$ cat src/rtl/readout_integrator.sv
// rtl/readout_integrator.sv - boxcar I/Q integrator with threshold state decision
// Optional: define READOUT_INTEGRATOR_SATURATE_EN for saturating accumulation
// (default build wraps modulo 2^ACC_WIDTH).
module readout_integrator #(
  parameter int INPUT_WIDTH = 16,
  parameter int ACC_WIDTH   = 32,
  parameter int LEN_WIDTH   = 12
) (
  input  logic                          clk,
  input  logic                          rst,
  input  logic                          start,
  input  logic                          abort,
  input  logic [LEN_WIDTH-1:0]          int_len,
  input  logic                          in_valid,
  input  logic signed [INPUT_WIDTH-1:0] i_in,
  input  logic signed [INPUT_WIDTH-1:0] q_in,
  input  logic signed [ACC_WIDTH-1:0]   threshold,
  output logic                          busy,
  output logic                          out_valid,
  output logic signed [ACC_WIDTH-1:0]   i_acc,
  output logic signed [ACC_WIDTH-1:0]   q_acc,
  output logic                          state_out
);

  typedef enum logic [1:0] {IDLE, INTEG, DONE} state_t;

  state_t                       state;
  state_t                       state_next;
  logic signed [ACC_WIDTH-1:0]  sum_i;
  logic signed [ACC_WIDTH-1:0]  sum_q;
  logic signed [ACC_WIDTH-1:0]  next_i;
  logic signed [ACC_WIDTH-1:0]  next_q;
  logic signed [ACC_WIDTH-1:0]  thr_q;
  logic [LEN_WIDTH-1:0]         len_q;
  logic [LEN_WIDTH-1:0]         count;
  logic [LEN_WIDTH-1:0]         count_inc;
  logic                         accept;
  logic                         last;
  logic                         begin_win;

  // One accumulate step: sign-extend the sample and add, wrapping or clamping.
  function automatic logic signed [ACC_WIDTH-1:0] acc_add(
    input logic signed [ACC_WIDTH-1:0]   a,
    input logic signed [INPUT_WIDTH-1:0] b
  );
`ifdef READOUT_INTEGRATOR_SATURATE_EN
    logic signed [ACC_WIDTH:0] wide;
    wide = (ACC_WIDTH+1)'(a) + (ACC_WIDTH+1)'(b);
    // The top two bits disagree only when the true sum left the signed range.
    if (wide[ACC_WIDTH] != wide[ACC_WIDTH-1]) begin
      if (wide[ACC_WIDTH]) acc_add = {1'b1, {(ACC_WIDTH-1){1'b0}}};
      else                 acc_add = {1'b0, {(ACC_WIDTH-1){1'b1}}};
    end else begin
      acc_add = wide[ACC_WIDTH-1:0];
    end
`else
    acc_add = a + ACC_WIDTH'(b);
`endif
  endfunction

  assign next_i    = acc_add(sum_i, i_in);
  assign next_q    = acc_add(sum_q, q_in);
  assign count_inc = count + 1'b1;
  assign begin_win = (state == IDLE) && start && (int_len != '0);
  // Abort wins over both accumulation and completion.
  assign accept    = (state == INTEG) && in_valid && !abort;
  assign last      = accept && (count_inc == len_q);
  assign busy      = (state == INTEG);
  assign out_valid = (state == DONE);

  // State register.
  always_ff @(posedge clk or posedge rst) begin
    if (rst) state <= IDLE;
    else     state <= state_next;
  end

  // Next-state logic; start is only honoured from IDLE.
  always_comb begin
    state_next = state;
    case (state)
      IDLE:    if (begin_win) state_next = INTEG;
      INTEG: begin
        if (abort)     state_next = IDLE;
        else if (last) state_next = DONE;
      end
      DONE:    state_next = IDLE;
      default: state_next = IDLE;
    endcase
  end

  // Window datapath: latch config on start, accumulate, publish results on the last sample.
  always_ff @(posedge clk or posedge rst) begin
    if (rst) begin
      sum_i     <= '0;
      sum_q     <= '0;
      count     <= '0;
      len_q     <= '0;
      thr_q     <= '0;
      i_acc     <= '0;
      q_acc     <= '0;
      state_out <= 1'b0;
    end else begin
      if (begin_win) begin
        len_q <= int_len;
        thr_q <= threshold;
        sum_i <= '0;
        sum_q <= '0;
        count <= '0;
      end
      if (accept) begin
        sum_i <= next_i;
        sum_q <= next_q;
        count <= count_inc;
      end
      if (last) begin
        i_acc     <= next_i;
        q_acc     <= next_q;
        state_out <= (next_i >= thr_q);
      end
    end
  end

endmodule

$ cat config.mk
export PLATFORM = sky130hd
export DESIGN_NAME = readout_integrator
export DESIGN_NICKNAME = d
export VERILOG_FILES = /design/src/rtl/readout_integrator.sv
export SDC_FILE = /design/constraint.sdc
export NUM_CORES = 1
export LEC_CHECK = 0
export CORE_ASPECT_RATIO = 0.9
export CORE_MARGIN = 5
export CORE_UTILIZATION = 45
export CTS_CLUSTER_SIZE = 24
export DETAILED_ROUTE_END_ITERATION = 7
export DONT_BUFFER_PORTS = 1
export GPL_ROUTABILITY_DRIVEN = 0
export PLACE_DENSITY = 0.61
export SLEW_MARGIN = 30
export SYNTH_ARGS = -nofsm -noshare
export SYNTH_HDL_FRONTEND = slang
export SYNTH_SLANG_ARGS = --single-unit
$ cat constraint.sdc
create_clock -name clk -period 16.6 [get_ports clk]
set_clock_uncertainty 0.05 [all_clocks]
set_input_delay 1.66 -clock clk [delete_from_list [all_inputs] [get_ports clk]]
set_output_delay 1.66 -clock clk [all_outputs]
set_load 0.1 [all_outputs]
Word level (Yosys, flattened, before mapping)
Index checks and enable logic that the tools add are counted.

word-level totals
  memory bits (read-only) = 0
  register bits after elaboration = 187
  logic and storage cells = 37
  memory bits (writable) = 0
  memories = 0
  latch bits = 0
  output and inout port bits = 67
  input port bits = 81

cells by class
  equality and inequality tests = 5
  div/mod/pow operators = 0
  multiplexer cells = 9
  shift operators = 0
  add/sub/neg operators = 3
  bitwise gates (word level) = 0
  $lt $le $gt $ge = 1
  multipliers = 0
  reductions and logical operators = 10

operators by type and width
  kind                     number
  $mux W32                 3
  $add A32 B16 Y32         2
  $ge A32 B32 Y1           1
  $mux W12                 2
  $add A12 B1 Y12 const B  1
  $eq A12 B12 Y1           1
  $reduce_bool A12 Y1      1
  $mux W2                  3
  $logic_and A1 B1 Y1      5
  $pmux W2 S2              1
  $ne A3 B2 Y1 const B     1
  $eq A2 B1 Y1 const B     1
  $eq A2 B2 Y1 const B     1
  $logic_not A2 Y1         1
  $ne A2 B2 Y1 const B     1
  $reduce_and A2 Y1        1
  $reduce_bool A2 Y1       1
  $logic_not A1 Y1         1

Depth between registers and ports, before layout
  word-level depth = 7
  mapped depth = 21
  gate-level depth less buffers = 21

Worst setup path after synthesis
No wires, ideal clock.

  path kind = input to register
  start point = in i_in[0]
  end point = reg state_out
  path slack = 11,064 ps
  stages on the path = 20
  setup time = 128 ps
  arrival = 5,357 ps
  path buffers = 0
  path through = ha_1 fa_1 a211oi_2 o21ai_0 o211a_1 a31oi_1 o21ai_1 a31o_2 a311oi_1 xor2_1 inv_1 ha_1 nand4_1 nor2_1 nand4_1 a21oi_1 a211o_1 o31ai_1 o211ai_1 mux2_1

on the way
  longest elaborated chain between the ends = 2

ends and longest elaborated chain
  element               RTL line  source
  start, declared       15        input logic signed [INPUT_WIDTH-1:0] i_in,
  $add A32 B16 Y32      57        acc_add = a + ACC_WIDTH'(b);
  named net next_i[24]  31        logic signed [ACC_WIDTH-1:0] next_i;
  $ge A32 B32 Y1        118       state_out <= (next_i >= thr_q);
  end signal, assigned  118
  end, declared         22        output logic state_out

The timed path passes the listed nets, and every way through them passes these cells.
A chain may end at the register's enable or synchronous reset.

Worst setup path after layout
Same ends and word-level chain as after synthesis.

==> impl_results.md <==
* Outcome: finished clean
* Max Slew Vio Count at 0
* Fmax at approximately 170 MHz
* Initial Utilization at a little under half
* Worst-case hold slack at 0.434 ns
* DIE AREA at roughly 29000 sq um
* Leakage at around 6 nW
* CP arrival at 6.05 ns
* Root Buffer: clkbuf_16
* Crit. End Element: register
* Via Count at 8739
* Synth cell count leaders: dfrtp_1, nand2_1, o21ai_0
* Final Hold Fails at 0
* Post-Synthesis Net Count at 1417
* CP delay by family, top: compound AO/OA/AOI/OAI gates
* CTS Sinks at 187
* #FFs+latches synth at 187
* Largest net degree at the start of global routing at ~120
* Dominant cell by count in the synthesized netlist: dfrtp_1
* Global Route Usage Sum at 19.6%
* Detailed Routing Iterations Pass 1 at 5
* Final setup fails at 0
* Clock Pin Slew Worst Setup and Hold Paths at ~0.070 ns
* Fill count at ~2.4k
* Final Cycle Share at 34.9%
* Peak supply drop at 0.0000539 V
* Startpoint types: input pin
* Final-stage net count at 1390
* Layout cell share with drive strength beyond 1 at around a tenth
* Setup TNS at 0 ns
* Top cell type's share of synthesized area at 40.5%
* Async set or reset register ratio after synthesis at 100%
* Synthesized area at approximately 12000 sq um
* MaxCap Viol Count at 0
* Area Growth Syn to Fin at 7.29%
* Crit-path max cell delay at between 0.4 and 0.5 ns
* Worst path bufs/invs at 1
* First-pass GRT wire length at ~46 mm
* Yosys warnings at 0
* Deepest clock path buffer count at 2
* CP max FO at 3
* Vias in the first global route at 8606
* Initial antenna violation count at 0
* CTS Buf Count at 17
* Main synth FF type: dfrtp_1
* Ports at between 100 and 150
* Post-synthesis sequential area ratio at about two fifths
* Sequential cell area at 4680 sq um
* Hold Buf Count CTS at 0
* Core area at 25300 sq um
* Syn Inst Count at ~1.2k
* DP Wirelength at 19.8 mm
* Area of the multi-input gates at 6390 sq um
* Routed WL at 27.9 mm
* Post-CTS Resized at 0
* Fin util at 49.1%
* Die height at 162 um
* Htree depth at 4
* # Post-CTS Setup Buffers at 0
* HP Class: reg2reg
* Slew headroom at about a third
* Tightest Pin Transition at approximately 0.99 ns
* Tot Pwr at 0.00168 W
* RSZ-0062 raised after global routing: false
* CP Cell Sequence: ha_1, fa_1, a211oi_2, o21ai_0, o211a_1, a31oi_1, o21ai_1, a31o_2, a311oi_1, xor2_1, inv_1, ha_1, nand4_1, nor2_1, nand4_1, a21oi_1, a211o_1, o31ai_1, o211ai_1, mux2_1
* Wire per inst at 17.8 um
* Via density at around 5.6
* Period minus WS final at a little under 6 ns
* Worst path slowest cell: fa_1
* Avg Inst Size Synth at 9.33 sq um
* Synth area leaders: dfrtp_1, ha_1, mux2_2
* Most area-hungry cell type in the Yosys netlist: dfrtp_1
* I/O Buffers at 0
* CTS tree: done
* Std-Cell Rows at 55
* Clk_lat worst skew at 0.44 ns
* Grt ovf at 0
* Die width at about 180 um
* Initial DRC Count at 517
* DRC at 0
* Synth cell types at 67
* Required time worst endpoint at 16.86 ns
* DRT antenna net count at 0
* Crit path kind: in2reg
* N_diodes at 0
* PwrDens at 135 nW/um^2
* Number of synthesized flops with an enable pin at 0
-- state kept, by name, summed over array words and instances (netlist names) --
register / count
count: 12
i_acc: 32
len_q: 12
q_acc: 32
state: 2
state_out: 1
sum_i: 32
sum_q: 32
thr_q: 32
-- per-layer routing --
| metal | routed length (um) | vias up | GRT usage (%) |
|---|---|---|---|
| met5 | 0 | - | 0 |
| met4 | 242 | 0 | 3.91 |
| met2 | 12100 | 153 | 29.8 |
| met1 | 14200 | 4188 | 29.1 |
| li1 | - | 4381 | - |
| met3 | 1380 | 17 | 4.03 |
-- area by class of cell --
type | instances | area share, %
Inverter | 74 | 2.30
Sequential cell | 187 | 37.8
Multi-Input combinational cell | 925 | 51.5
Clock buffer | 18 | 3.46
Tap cell | 342 | 3.45
Timing Repair Buffer | 7 | 0.454
Clock inverter | 13 | 1.05
-- kinds of logic after synthesis --
family	share of synthesized area [%]
compound gates	19.0
xor+xnor	5.23
fa+ha+maj	10.6
buf+inv	4.56
flops	40.5
mux	5.87
simple gates	14.2
-- where the power goes --
part	switching (W)	leakage (nW)	internal, W
clock	0.000191	0.272	0.000211
combinational	0.000403	3.28	0.000293
sequential	0.0000575	2.47	0.000524
-- per-stage QoR --
step	std cells	setup slack, ns	area [sq um]
3_5_place_dp	1535	10.47	11800
2_1_floorplan	1239	9.80	11600
4_1_cts	1566	10.90	12400
5_1_grt	1566	10.41	12400
6_report	1566	10.81	12400
3_3_place_gp	1535	10.49	11800
-- worst paths after layout --
kind	slack [ns]	startpoint	cells after the start	endpoint
worst max-delay path	10.81	i_in[0]	20	state_out$_DFFE_PP0P_
worst min-delay path	0.43	sum_q[31]$_DFFE_PP0P_	1	sum_q[31]$_DFFE_PP0P_
worst max register to register	11.64	sum_i[0]$_DFFE_PP0P_	20	state_out$_DFFE_PP0P_
worst min register to register	0.43	sum_q[31]$_DFFE_PP0P_	1	sum_q[31]$_DFFE_PP0P_
max in group asynchronous	14.10	rst	2	sum_q[21]$_DFFE_PP0P_
min in group asynchronous	1.16	rst	1	sum_i[7]$_DFFE_PP0P_
-- cells in the final DEF, fill, tap and decap left out, types with 7 or more instances in the layout --
master / n
a21o_1: 44
a21oi_1: 67
a22o_1: 7
a31oi_1: 16
and3_1: 13
clkbuf_16: 17
dfrtp_1: 186
ha_1: 95
inv_1: 72
mux2_2: 50
mux2i_1: 7
nand2_1: 126
nand2b_1: 13
nand3_1: 63
nand4_1: 17
nor2_1: 51
nor2b_1: 9
nor3_1: 15
o21a_1: 7
o21ai_0: 111
o21ai_1: 41
o31ai_1: 10
xnor2_1: 42
xor2_1: 27
(Power assumes the default switching activity.)
